## config.mk

```make
export PLATFORM = sky130hd
export DESIGN_NAME = mem_arbiter
export DESIGN_NICKNAME = d
export VERILOG_FILES = /design/src/rtl/mem_arb_pkg.sv /design/src/rtl/mem_latency_timer.sv /design/src/rtl/mem_arbiter.sv
export SDC_FILE = /design/constraint.sdc
export NUM_CORES = 1
export LEC_CHECK = 0
export ABC_AREA = 1
export CORE_MARGIN = 2
export CORE_UTILIZATION = 42
export CTS_CLUSTER_DIAMETER = 200
export DETAILED_ROUTE_END_ITERATION = 12
export PLACE_DENSITY = 0.81
export SETUP_SLACK_MARGIN = 0.02
export SYNTH_ARGS = -nofsm -noshare
export SYNTH_HDL_FRONTEND = slang
export SYNTH_SLANG_ARGS = --single-unit
```

## constraint.sdc

```tcl
create_clock -name clk -period 5.9 [get_ports clk]
set_input_delay 0.59 -clock clk [delete_from_list [all_inputs] [get_ports clk]]
set_output_delay 0.59 -clock clk [all_outputs]
set_load 0.01 [all_outputs]
```

## src/rtl/mem_arb_pkg.sv

```systemverilog
// Shared types and constants for the instruction/data cache memory arbiter.
package mem_arb_pkg;
  typedef enum logic [1:0] {
    IDLE = 2'd0,
    BUSY = 2'd1,
    DONE = 2'd2
  } arb_state_t;

  localparam logic OWN_IC = 1'b0;
  localparam logic OWN_DC = 1'b1;
  localparam int   CNT_W  = 4;
endpackage

```

## src/rtl/mem_latency_timer.sv

```systemverilog
// Load/decrement down-counter emulating memory access latency; zero marks the final cycle.
module mem_latency_timer
  import mem_arb_pkg::*;
(
  input  logic             clk,
  input  logic             reset,
  input  logic             load,
  input  logic [CNT_W-1:0] load_val,
  output logic             zero
);
  logic [CNT_W-1:0] r_cnt;

  always_ff @(posedge clk or posedge reset) begin
    if (reset) begin
      r_cnt <= '0;
    end else if (load) begin
      r_cnt <= load_val;
    end else if (r_cnt != '0) begin
      r_cnt <= r_cnt - 1'b1;
    end
  end

  assign zero = (r_cnt == '0);
endmodule

```

## src/rtl/mem_arbiter.sv

```systemverilog
// Round-robin arbiter sharing one data_memory between icache and dcache ports,
// with an emulated multi-cycle access latency and one-cycle ready pulses.
module mem_arbiter
  import mem_arb_pkg::*;
#(
  parameter int ADDR_W  = 32,
  parameter int DATA_W  = 32,
  parameter int LATENCY = 3
) (
  input  logic              clk,
  input  logic              reset,
  input  logic              ic_read_en,
  input  logic [ADDR_W-1:0] ic_addr,
  output logic [DATA_W-1:0] ic_rdata,
  output logic              ic_ready,
  input  logic              dc_read_en,
  input  logic              dc_write_en,
  input  logic [ADDR_W-1:0] dc_addr,
  input  logic [DATA_W-1:0] dc_wdata,
  output logic [DATA_W-1:0] dc_rdata,
  output logic              dc_ready,
  output logic [ADDR_W-1:0] mem_addr,
  output logic [DATA_W-1:0] mem_wdata,
  output logic              mem_write_en,
  input  logic [DATA_W-1:0] mem_rdata,
  output logic              busy,
  output logic              owner
);
  localparam logic [CNT_W-1:0] LOAD_VAL = CNT_W'(LATENCY - 1);

  arb_state_t        r_state;
  logic              r_owner;
  logic              r_op_wr;
  logic              r_busy;
  logic              r_ic_ready;
  logic              r_dc_ready;
  logic [ADDR_W-1:0] r_addr;
  logic [DATA_W-1:0] r_wdata;
  logic [DATA_W-1:0] r_ic_rdata;
  logic [DATA_W-1:0] r_dc_rdata;

  logic w_ic_req;
  logic w_dc_req;
  logic w_grant;
  logic w_grant_dc;
  logic w_zero;

  // In DONE the just-served requester is still sampling its old request, so it
  // is masked; the other side can be granted at once for LATENCY+1 throughput.
  always_comb begin
    w_ic_req = ic_read_en;
    w_dc_req = dc_read_en | dc_write_en;
    if (r_state == DONE) begin
      if (r_owner == OWN_IC) w_ic_req = 1'b0;
      else                   w_dc_req = 1'b0;
    end
    w_grant    = (r_state != BUSY) && (w_ic_req || w_dc_req);
    w_grant_dc = w_dc_req && (!w_ic_req || (r_owner == OWN_IC));
  end

  mem_latency_timer u_timer (
    .clk      (clk),
    .reset    (reset),
    .load     (w_grant),
    .load_val (LOAD_VAL),
    .zero     (w_zero)
  );

  always_ff @(posedge clk or posedge reset) begin
    if (reset) begin
      r_state    <= IDLE;
      r_owner    <= OWN_IC;
      r_op_wr    <= 1'b0;
      r_busy     <= 1'b0;
      r_ic_ready <= 1'b0;
      r_dc_ready <= 1'b0;
      r_addr     <= '0;
      r_wdata    <= '0;
      r_ic_rdata <= '0;
      r_dc_rdata <= '0;
    end else begin
      r_ic_ready <= 1'b0;
      r_dc_ready <= 1'b0;
      case (r_state)
        IDLE, DONE: begin
          if (w_grant) begin
            r_state <= BUSY;
            r_busy  <= 1'b1;
            r_owner <= w_grant_dc ? OWN_DC : OWN_IC;
            r_op_wr <= w_grant_dc && dc_write_en;
            r_addr  <= w_grant_dc ? dc_addr : ic_addr;
            if (w_grant_dc) r_wdata <= dc_wdata;
          end else begin
            r_state <= IDLE;
            r_busy  <= 1'b0;
          end
        end
        BUSY: begin
          if (w_zero) begin
            r_state <= DONE;
            if (r_owner == OWN_DC) begin
              r_dc_ready <= 1'b1;
              if (!r_op_wr) r_dc_rdata <= mem_rdata;
            end else begin
              r_ic_ready <= 1'b1;
              r_ic_rdata <= mem_rdata;
            end
          end
        end
        default: r_state <= IDLE;
      endcase
    end
  end

  assign mem_write_en = (r_state == BUSY) && w_zero && r_op_wr;
  assign mem_addr     = r_addr;
  assign mem_wdata    = r_wdata;
  assign ic_rdata     = r_ic_rdata;
  assign dc_rdata     = r_dc_rdata;
  assign ic_ready     = r_ic_ready;
  assign dc_ready     = r_dc_ready;
  assign busy         = r_busy;
  assign owner        = r_owner;
endmodule
```

---- Word level (Yosys, flattened, before mapping) ----
Cells that the tools add are included.
storage, ports and cells
  register bits after elaboration ......... 139
  latch bits .............................. 0
  bits in writable memories ............... 0
  ROM bits ................................ 0
  input bits .............................. 133
  output and inout bits ................... 133
  logic and storage cells ................. 54
  memories kept ........................... 0
cells by class
  add/sub/neg operators ................... 1
  multiply operators ...................... 0
  div/mod/pow operators ................... 0
  $lt $le $gt $ge ......................... 0
  equality and inequality tests ........... 4
  shift operators ......................... 0
  multiplexer cells ....................... 18
  bitwise operators ....................... 3
  reduce and logical (&&, ||, !) cells .... 17
operator list
  kind                   count
  $mux W32               1
  $mux W1                13
  $mux W4                2
  $reduce_and A3 Y1      2
  $logic_and A1 B1 Y1    5
  $logic_not A4 Y1       1
  $pmux W2 S2            1
  $reduce_and A4 Y1      1
  $reduce_bool A4 Y1     1
  $sub A4 B1 Y4 const B  1
  $eq A2 B1 Y1 const B   1
  $eq A2 B2 Y1 const B   1
  $logic_not A2 Y1       1
  $logic_or A1 B1 Y1     2
  $mux W2                1
  $ne A2 B1 Y1 const B   1
  $ne A2 B2 Y1 const B   1
  $not A1 Y1             2
  $reduce_and A2 Y1      1
  $reduce_bool A2 Y1     1
  $reduce_or A2 Y1       1
  $logic_not A1 Y1       1
  $or A1 B1 Y1           1

---- Depth between registers and ports, before layout ----
Gate-level depths: netlist of the first run.
  word-level depth ........................ 7
  mapped depth ............................ 9
  depth with buffers taken out ............ 7

---- Cells and area by module ----
From an unflattened synthesis of the first run, not the netlist that was laid out.
unflattened totals
  cell total of the unflattened synthesis .. 726
  area, all modules ....................... 5,888.1 um^2
by module, submodules not included
  module             times used  cells each  area an instance (um^2)  sequential area each (um^2)
  mem_arbiter        1           688         5,629.1                  3,378.2
  mem_latency_timer  1           38          259.0                    100.1

---- Worst setup path before layout of the first run ----
No wires, ideal clock.
  kind .................................... reg-to-output
  start ................................... register u_timer.r_cnt[0]
  end ..................................... output mem_write_en
  data arrival time ....................... 1,226 ps
  required time ........................... 5,310 ps
  slack ................................... 4,084 ps
  stages on the path, launching flop included .. 7
  path buffers ............................ 0
  cell sequence ........................... dfrtp_1 -> inv_1 -> ha_1 -> nand3_1 -> nor2_4 -> inv_1 -> nor2_1
between the ends
  word-level cells in the longest chain between the ends .. 3
ends and longest elaborated chain
  what                              RTL line                 source
  start, declared                   mem_latency_timer.sv:11  logic [CNT_W-1:0] r_cnt;
  start signal, assigned            mem_latency_timer.sv:17  r_cnt <= load_val;
  start signal, assigned            mem_latency_timer.sv:19  r_cnt <= r_cnt - 1'b1;
  $logic_not A4 Y1                  mem_latency_timer.sv:23  assign zero = (r_cnt == '0);
  $logic_and A1 B1 Y1 (2 in a row)  mem_arbiter.sv:115       assign mem_write_en = (r_state == BUSY) && w_zero && r_op_wr;
  end, declared                     mem_arbiter.sv:24        output logic mem_write_en,
No other way between the ends.

---- Final worst setup path of the first run ----
  start ................................... input dc_write_en
  end ..................................... register r_wdata[9], in the netlist mem_wdata[9]
between the ends
  word-level cells in the longest chain between the ends .. 6
  elaborated cells between the ends (all ways) .. 7
  those cells by class .................... mux (2); bitwise (1); reduce/logical (4)
ends and longest elaborated chain
  what                             RTL line           source
  start, declared                  mem_arbiter.sv:17  input logic dc_write_en,
  $or A1 B1 Y1 (*)                 mem_arbiter.sv:52  w_dc_req = dc_read_en | dc_write_en;
  $mux W1                          mem_arbiter.sv:54  if (r_owner == OWN_IC) w_ic_req = 1'b0;
  $mux W1 (*)                      mem_arbiter.sv:53  if (r_state == DONE) begin
  $logic_or A1 B1 Y1               mem_arbiter.sv:57  w_grant = (r_state != BUSY) && (w_ic_req || w_dc_req);
  $logic_and A1 B1 Y1              mem_arbiter.sv:57
  $reduce_and A3 Y1 (no line) (*)  --
  end signal, assigned             mem_arbiter.sv:92  if (w_grant_dc) r_wdata <= dc_wdata;
  end, declared                    mem_arbiter.sv:38  logic [DATA_W-1:0] r_wdata;
Every way passes the cells marked *; elsewhere a longest branch is shown, timed or not.
A chain may end at the register's enable or synchronous reset.

==> summary.txt, run 1 <==
Drt
  • Vias per cell: 4.761
  • Wirelength, routed: 16220 um
  • Detail Route Antenna Nets: 0
  • Vias: 5351
  • Detailed Route Iter0 Violations: 442
  • DRC viols: 0
  • Pre-antenna DRT Iters: 5
  • WL per Instance: 14.43 um

CTS
  • Hold-fix buffers at CTS: 0
  • CTS Sinks: 139
  • CTS Root Cell: clkbuf_16
  • CTS Buffer Depth: 2
  • Skew-Pair Late Insertion Delay: 410 ps
  • CTS tree: yes
  • Post-cts sizing count: 0
  • Total CTS buffers: 17
  • Post-CTS setup buffer count: 0
  • Clock Pin Slew Worst Setup and Hold Paths: 60 ps
  • Clock H-tree levels: 4

Yosys
  • Synthesized flop and latch total: 139
  • YS warnings: 0
  • Number of flops mapped to enable cells by yosys: 0
  • Top cells by count, synth: nand2_1 (342), dfrtp_1 (139), inv_1 (46), o21ai_0 (41), nand4_1 (32)
  • Cell area after synthesis: 5769 um^2
  • Net Count, Synth: 819
  • Predominant post-synthesis flop cell: dfrtp_1
  • Syn Inst Count: 684
  • Synth top area cells: dfrtp_1 (60%), nand2_1 (22%), o21ai_0 (3.6%)
  • Seq/Total Area, Yosys: 0.6029
  • Yosys top cell area share: 0.6029
  • Synth Area per Inst: 8.435 um^2
  • Count leader, synth: nand2_1
  • Ys async rst share: 1.000
  • Area leader, netlist: dfrtp_1
  • Netlist cell types: 20

Global routing
  • Pin count of the biggest net entering global routing: 101
  • Number of global-route vias before repair: 5172
  • Initial antenna violation count: 0
  • Global-route wire length before repair: 25960 um
  • Overall Global Routing Usage: 0.2285
  • Remaining global-route overflow: 0

Critical path
  • Crit start category: input port
  • Critical path type: input port to flip-flop
  • CP arrival: 4320 ps
  • Critical Path Fanout Max: 34
  • Worst EP required: 6200 ps
  • Setup crit end kind: flip-flop

Power
  • Leakage Power: 4.517 nW
  • Maximum ir drop on the vdd rail: 0.2094 mV
  • Overall Power: 4.846 mW
  • Pwr Density: 532.7 nW/um^2

Die
  • Die Y-Extent: 121.2 um
  • Core Rows: 42
  • Initial Utilization: 0.4322
  • IO Count: 266
  • Die Area: 14690 um^2
  • CORE AREA: 13350 um^2
  • Die width: 121.2 um

Hold path
  • Hold WC Path Type: flip-flop to flip-flop

Place
  • GPL Wtd Cong: 0.8366
  • Port Buffers: 265
  • Final HPWL DP: 11450 um

Finish
  • Layout area overhead: 57.69%
  • ANT cells: 0
  • Share of post-route cells with drive strength above 1: 0.04641
  • Nets@finish: 1070

Timing
  • Count of final max-slew check failures: 0
  • Worst slew pin tran: 1231 ps
  • Clock Skew: 6.736 ps
  • Achievable frequency: 248.8 MHz
  • Setup violations, final: 0
  • Tcrit/Tclk final: 0.6812
  • Final hold vios: 0
  • RSZ-0062 raised after global routing: false
  • Min Tclk post-route: 4019 ps
  • Max-slew headroom: 0.1774
  • Setup_tns: 0 ps

Run
  • Max cap viols: 0

Run status
  • Status: finished, final reports clean
[layout make-up]
| class | instances | area [um^2] |
|---|---|---|
| Clock buffer | 20 | 456.7 |
| Clock inverter | 12 | 122.6 |
| Fill cell | 1074 | 4250 |
| Inverter | 48 | 185.2 |
| Multi-Input combinational cell | 460 | 1952 |
| Sequential cell | 139 | 3478 |
| Tap cell | 176 | 220.2 |
| Timing Repair Buffer | 269 | 2683 |
[registers in the layout, indices dropped and copies added (netlist names)]
name           count
busy               1
dc_rdata          32
dc_ready           1
ic_rdata          32
ic_ready           1
mem_addr          32
mem_wdata         32
owner              1
r_op_wr            1
r_state            2
u_timer.r_cnt      4
[layout by cell type, fill, tap and decap left out, drive strengths merged]
cell type,netlist,layout
nand2,343,343
clkdlybuf4s50,0,265
dfrtp,139,139
o21ai,67,67
inv,48,48
nand4,32,32
clkbuf,21,20
clkinv,0,8
nor2,7,7
nand3,5,5
buf,16,4
xor2,2,2
ha,2,2
clkinvlp,0,2
bufinv,0,2
or2,1,1
a21oi,1,1
[per-stage QoR]
step	instance area (um^2)	cells	setup WS, ps	hold WS [ps]	utilization
2_1_floorplan	5769	684	1585	464.2	-
3_3_place_gp	8518	1092	1670	455.3	0.6382
3_5_place_dp	8518	1092	1525	462.8	0.6382
4_1_cts	9097	1124	1970	477.7	0.6816
5_1_grt	9097	1124	1540	496.9	0.6816
6_report	9097	1124	1881	473.4	0.6816
[power breakdown]
part	switching, mW	internal (mW)
registers	0.268	1.42
logic	1.02	1.10
clock network	0.390	0.640
[worst paths after layout]
kind / from / to / slack [ps] / depth (start not counted)
worst min-delay path: mem_wdata[28] / mem_wdata[28] / 470 / 2
worst min register to register: mem_wdata[28] / mem_wdata[28] / 470 / 2
worst max-delay path: dc_write_en / mem_wdata[9] / 1880 / 9
min in group asynchronous: reset / ic_rdata[2] / 730 / 2
max in group asynchronous: reset / mem_wdata[28] / 4110 / 3
worst max register to register: owner / mem_wdata[9] / 2240 / 7
[critical path, cell delays in order]
cell             delay, ps
clkdlybuf4s50_1        480
inv_1                   40
nand2_1                790
nand3_1               1160
nor2_2                 320
buf_4                  370
inv_2                  310
nand2_1                150
nand2_1                 60
[layer usage]
| metal | global-route usage | part of all wire | vias to the layer above |
|---|---|---|---|
| met5 | 0 | 0 | - |
| met4 | 0.07902 | 0.016 | 0 |
| met3 | 0.07566 | 0.087 | 22 |
| met2 | 0.3869 | 0.49 | 219 |
| met1 | 0.2731 | 0.41 | 2470 |
| li1 | - | - | 2640 |
[cells by family after synthesis]
group | Yosys count | synth area share
AND/OR/NAND/NOR | 388 | 0.2709
flip-flops | 139 | 0.6029
XOR/XNOR | 2 | 0.003037
adder cells (fa/ha/maj) | 2 | 0.004337
buffers and inverters | 85 | 0.05986
AO/OA/AOI/OAI | 68 | 0.05899
Note: power is estimated with default switching activity, not from simulation.
==> run 2: changes to the inputs <==
==> constraint.sdc (replaced) <==
create_clock -name clk -period 3.8 [get_ports clk]
set_input_delay 0.38 -clock clk [delete_from_list [all_inputs] [get_ports clk]]
set_output_delay 0.38 -clock clk [all_outputs]
set_load 0.01 [all_outputs]
==> summary.txt, run 2 (synthesis gave the netlist of run 1 again) <==
Die
  • Core Rows: 42
  • Die width: 121.2 um
  • IO Count: 266
  • Initial Utilization: 0.4322
  • Die Y-Extent: 121.2 um
  • CORE AREA: 13350 um^2
  • Die Area: 14690 um^2

Timing
  • Setup_tns: 0 ps
  • RSZ-0062 raised after global routing: false
  • Tcrit/Tclk final: 0.6979
  • Clock Skew: 4.836 ps
  • Hold slack: 473.3 ps
  • Min Tclk post-route: 2652 ps
  • Final worst setup slack: 1148 ps
  • Final hold vios: 0
  • Setup violations, final: 0
  • Worst slew pin tran: 1122 ps
  • Max-slew headroom: 0.2492
  • Achievable frequency: 377.1 MHz
  • Count of final max-slew check failures: 0

Finish
  • Layout area overhead: 59.08%
  • ANT cells: 0
  • Commonest non-fill, non-tap cell in the layout: nand2_1
  • Most frequent cells in the layout: nand2_1 (341), clkdlybuf4s50_1 (265), dfrtp_1 (139), inv_1 (45), o21ai_0 (41)
  • Share of post-route cells with drive strength above 1: 0.05047
  • Fillers: 1080
  • Nets@finish: 1074
  • Layout Utilization: 0.6876
  • Post-route cell area: 9178 um^2

Critical path
  • Crit path buf inv count: 3
  • Crit start category: flip-flop
  • Worst Setup EP: mem_write_en
  • Slowest cell delay on critical path: 570 ps
  • Cell family with most CP delay: buffers and inverters
  • Reg-to-reg critical path startpoint: u_timer.r_cnt[0]
  • R2R setup slack: 1400 ps
  • Worst setup path start: u_timer.r_cnt[0]
  • Crit path depth: 7
  • Worst EP required: 3420 ps
  • Most used cell, CP: inv_1
  • CP Cell Sequence: inv_1, ha_1, nand3_1, nor2_4, inv_1, nor2_1, clkdlybuf4s50_1
  • Setup crit end kind: output port
  • Critical path type: flip-flop to output port
  • Reg2Reg Depth: 6
  • CP arrival: 2270 ps
  • CP max stage cell: clkdlybuf4s50_1
  • Critical Path Fanout Max: 6
  • Reg2reg end: ic_rdata[19]

Global routing
  • Met2 GRT Util: 0.3708
  • Initial antenna violation count: 0
  • GR Layer Usage met1: 0.2735
  • Remaining global-route overflow: 0
  • Met3 Use GR: 0.06955
  • Overall Global Routing Usage: 0.2247
  • Most Crowded Layer GR: met2
  • Pin count of the biggest net entering global routing: 74
  • Number of global-route vias before repair: 5280
  • Global-route wire length before repair: 25810 um

CTS
  • CTS Root Cell: clkbuf_16
  • Post-cts sizing count: 0
  • Hold-fix buffers at CTS: 0
  • CTS tree: yes
  • Clock H-tree levels: 4
  • Total CTS buffers: 17
  • CTS Sinks: 139
  • Skew-Pair Late Insertion Delay: 410 ps
  • CTS Buffer Depth: 2
  • Post-CTS setup buffer count: 0
  • Clock Pin Slew Worst Setup and Hold Paths: 60 ps

Place
  • Final HPWL DP: 11620 um
  • Pre-CTS setup slack: 1405 ps
  • GPL Wtd Cong: 0.8041
  • Port Buffers: 265
  • Area after DPL: 8559 um^2

Power
  • Leakage Power: 4.553 nW
  • Pwr Density: 830.6 nW/um^2
  • Maximum ir drop on the vdd rail: 0.3420 mV

Drt
  • Pre-antenna DRT Iters: 4
  • Detail Route Antenna Nets: 0
  • Vias: 5335
  • Vias per cell: 4.734
  • WL per Instance: 14.33 um
  • DRC viols: 0
  • Wirelength, routed: 16150 um
  • Detailed Route Iter0 Violations: 323

Run status
  • Status: finished, final reports clean

Run
  • Max cap viols: 0

Hold path
  • Hold WC Path Type: flip-flop to flip-flop
==> run 2: cell types whose count changed in the layout (fill, tap and decap cells not counted) <==
| cell | previous run | this run |
|---|---|---|
| clkbuf_1 | 1 | 0 |
| buf_4 | 4 | 7 |
| clkbuf_8 | 2 | 4 |
| clkinvlp_4 | 2 | 3 |
| clkinv_2 | 6 | 3 |
| clkinv_4 | 2 | 0 |
| bufinv_16 | 2 | 3 |
| inv_6 | 1 | 2 |
| buf_12 | 0 | 1 |
==> run 2: layer usage <==
layer	share of wire	up-vias	wire, um
met3	0.088	31	1418
met4	0.025	0	398
met2	0.48	223	7672
met1	0.41	2436	6657
met5	0	-	0
li1	-	2645	-
==> run 2: final cells by class <==
class                   count  area, um^2  area share
flip-flops and latches    139        3478      0.3790
repair buffers            273        2725      0.2969
multi-input cells         460        1952      0.2127
clock buffers              21       480.5     0.05235
well taps                 176       220.2     0.02399
inverters                  48       183.9     0.02004
clock inverters            10       137.6     0.01500
==> run 2: per-stage QoR <==
stage                     total power [mW]  std cells
after floorplan                      4.069        684
after global placement               5.856       1096
after detailed placement             5.956       1096
after CTS                            7.699       1127
after global routing                 8.151       1127
final                                7.623       1127
==> run 2: how the worst min path moves through the flow <==
stage / startpoint / end / cells past startpoint
6_report: mem_wdata[6] / mem_wdata[6] / 2
5_1_grt: mem_wdata[26] / mem_wdata[26] / 2
4_1_cts: mem_wdata[27] / mem_wdata[27] / 2
3_5_place_dp: mem_wdata[19] / mem_wdata[19] / 2
3_3_place_gp: mem_wdata[19] / mem_wdata[19] / 2
2_1_floorplan: r_op_wr / r_op_wr / 2
==> run 2: power by group <==
part / total (mW) / internal [mW] / switching (mW)
clock network: 1.70 / 1.10 / 0.604
registers: 2.60 / 2.21 / 0.395
logic: 3.32 / 1.72 / 1.60
total: 7.62 / 5.03 / 2.60
==> run 2: worst register-to-register path, cell delays in order (launching register included) <==
cell and delay (ps):
dfrtp_1 360, inv_1 130, ha_1 190, nand3_1 240, nor2_4 230, nand2_2 630
o21ai_0 510
==> run 3: changes to the inputs <==
==> constraint.sdc (replaced) <==
create_clock -name clk -period 2.44 [get_ports clk]
set_input_delay 0.244 -clock clk [delete_from_list [all_inputs] [get_ports clk]]
set_output_delay 0.244 -clock clk [all_outputs]
set_load 0.01 [all_outputs]
==> summary.txt, run 3 (synthesis gave the netlist of run 1 again) <==
Die
  • Die Y-Extent: 121.2 um
  • Die Area: 14690 um^2
  • Core Rows: 42
  • Die width: 121.2 um
  • CORE AREA: 13350 um^2
  • IO Count: 266
  • Initial Utilization: 0.4322

Place
  • Port Buffers: 265
  • GPL Wtd Cong: 0.8029
  • Pre-CTS setup slack: 345.8 ps
  • Area after DPL: 8615 um^2
  • Final HPWL DP: 11480 um

Timing
  • Achievable frequency: 471.6 MHz
  • Tcrit/Tclk final: 0.8691
  • Setup violations, final: 0
  • RSZ-0062 raised after global routing: false
  • Max-slew headroom: 0.6103
  • Worst slew pin tran: 584.5 ps
  • Setup_tns: 0 ps
  • Min Tclk post-route: 2121 ps
  • Final hold vios: 0
  • Clock Skew: 7.705 ps
  • Final worst setup slack: 319.3 ps
  • Count of final max-slew check failures: 0

Global routing
  • Global-route wire length before repair: 25430 um
  • Overall Global Routing Usage: 0.2226
  • Initial antenna violation count: 0
  • Remaining global-route overflow: 0
  • Pin count of the biggest net entering global routing: 93
  • Number of global-route vias before repair: 5226

Drt
  • Detailed Route Iter0 Violations: 385
  • Vias: 5379
  • WL per Instance: 14.18 um
  • Pre-antenna DRT Iters: 4
  • Wirelength, routed: 16050 um
  • DRC viols: 0
  • Vias per cell: 4.752
  • Detail Route Antenna Nets: 0

Finish
  • Multi-input gate area: 1957 um^2
  • ANT cells: 0
  • Layout Utilization: 0.6931
  • FF+latch area: 3478 um^2
  • Layout area overhead: 60.36%
  • Commonest non-fill, non-tap cell in the layout: nand2_1
  • Fillers: 1066
  • Share of post-route cells with drive strength above 1: 0.05544
  • Nets@finish: 1078
  • Most frequent cells in the layout: nand2_1 (341), clkdlybuf4s50_1 (264), dfrtp_1 (139), inv_1 (45), o21ai_0 (41)
  • Post-route cell area: 9251 um^2

Power
  • Pwr Density: 1297 nW/um^2
  • Leakage Power: 4.582 nW
  • Maximum ir drop on the vdd rail: 0.5630 mV
  • Overall Power: 12.00 mW

Critical path
  • CP arrival: 1880 ps
  • Critical path type: flip-flop to output port
  • Crit start category: flip-flop
  • Setup crit end kind: output port
  • Worst EP required: 2200 ps
  • Critical Path Fanout Max: 6

CTS
  • Total CTS buffers: 17
  • CTS Buffer Depth: 2
  • Hold-fix buffers at CTS: 0
  • CTS Sinks: 139
  • Skew-Pair Late Insertion Delay: 410 ps
  • Clock Pin Slew Worst Setup and Hold Paths: 60 ps
  • Post-CTS setup buffer count: 0
  • Post-cts sizing count: 2
  • CTS Root Cell: clkbuf_16
  • CTS tree: yes
  • Clock H-tree levels: 4

Hold path
  • Hold WC Path Type: input port to async pin

Run status
  • Status: finished, final reports clean

Run
  • Max cap viols: 0
-- run 3: changes by cell type in the layout (fill, tap and decap cells not counted), moves of 2 or more --
cell,before,now
buf_12,1,3
clkinv_2,3,1
clkbuf_8,4,1
buf_4,7,9
clkinv_4,0,2
clkinvlp_4,3,5
-- run 3: cell type report --
cell class,count,share of cell area
Clock buffer,19,0.04788
Clock inverter,13,0.02056
Inverter,48,0.01988
Multi-Input combinational cell,460,0.2115
Sequential cell,139,0.3760
Tap cell,176,0.02380
Timing Repair Buffer,277,0.3004
-- run 3: stage by stage --
stage | hold slack (ps) | instances
after floorplan | 360.6 | 684
after CTS | 346.3 | 1132
final | 328.2 | 1132
after detailed placement | 457.2 | 1100
after global routing | 362.6 | 1132
after global placement | 454.0 | 1100
-- run 3: report_power, final --
group	internal [mW]	switching [mW]	total, mW
Sequential	3.44	0.617	4.06
Combinational	2.72	2.51	5.22
Clock	1.74	0.974	2.72
Total	7.90	4.10	12.0
-- run 3: layer usage --
layer / wire [um] / global-route usage / vias to the layer above / part of all wire
met5: 0 / 0 / - / 0
met4: 322 / 0.08333 / 0 / 0.020
met3: 1427 / 0.07613 / 26 / 0.089
met2: 7790 / 0.3775 / 224 / 0.49
met1: 6514 / 0.2614 / 2476 / 0.41
li1: - / - / 2653 / -
-- run 3: critical path: stages, from the launching register on --
cell and delay (ps):
dfrtp_1 360, inv_1 120, ha_1 210, nand3_2 170, nor2_4 190, inv_1 70
nor2_1 70, dlygate4sd2_1 290
-- run 3: path summary, 6_finish.rpt --
path | slack (ps) | end | start | cells after the start
min | 330 | ic_rdata[28] | reset | 3
max | 320 | mem_write_en | u_timer.r_cnt[0] | 7
min in group clk | 370 | mem_wdata[0] | dc_wdata[0] | 3
max reg2reg | 560 | ic_rdata[19] | u_timer.r_cnt[0] | 8
max in group asynchronous | 1640 | mem_addr[12] | reset | 3
min reg2reg | 470 | mem_wdata[9] | mem_wdata[9] | 2
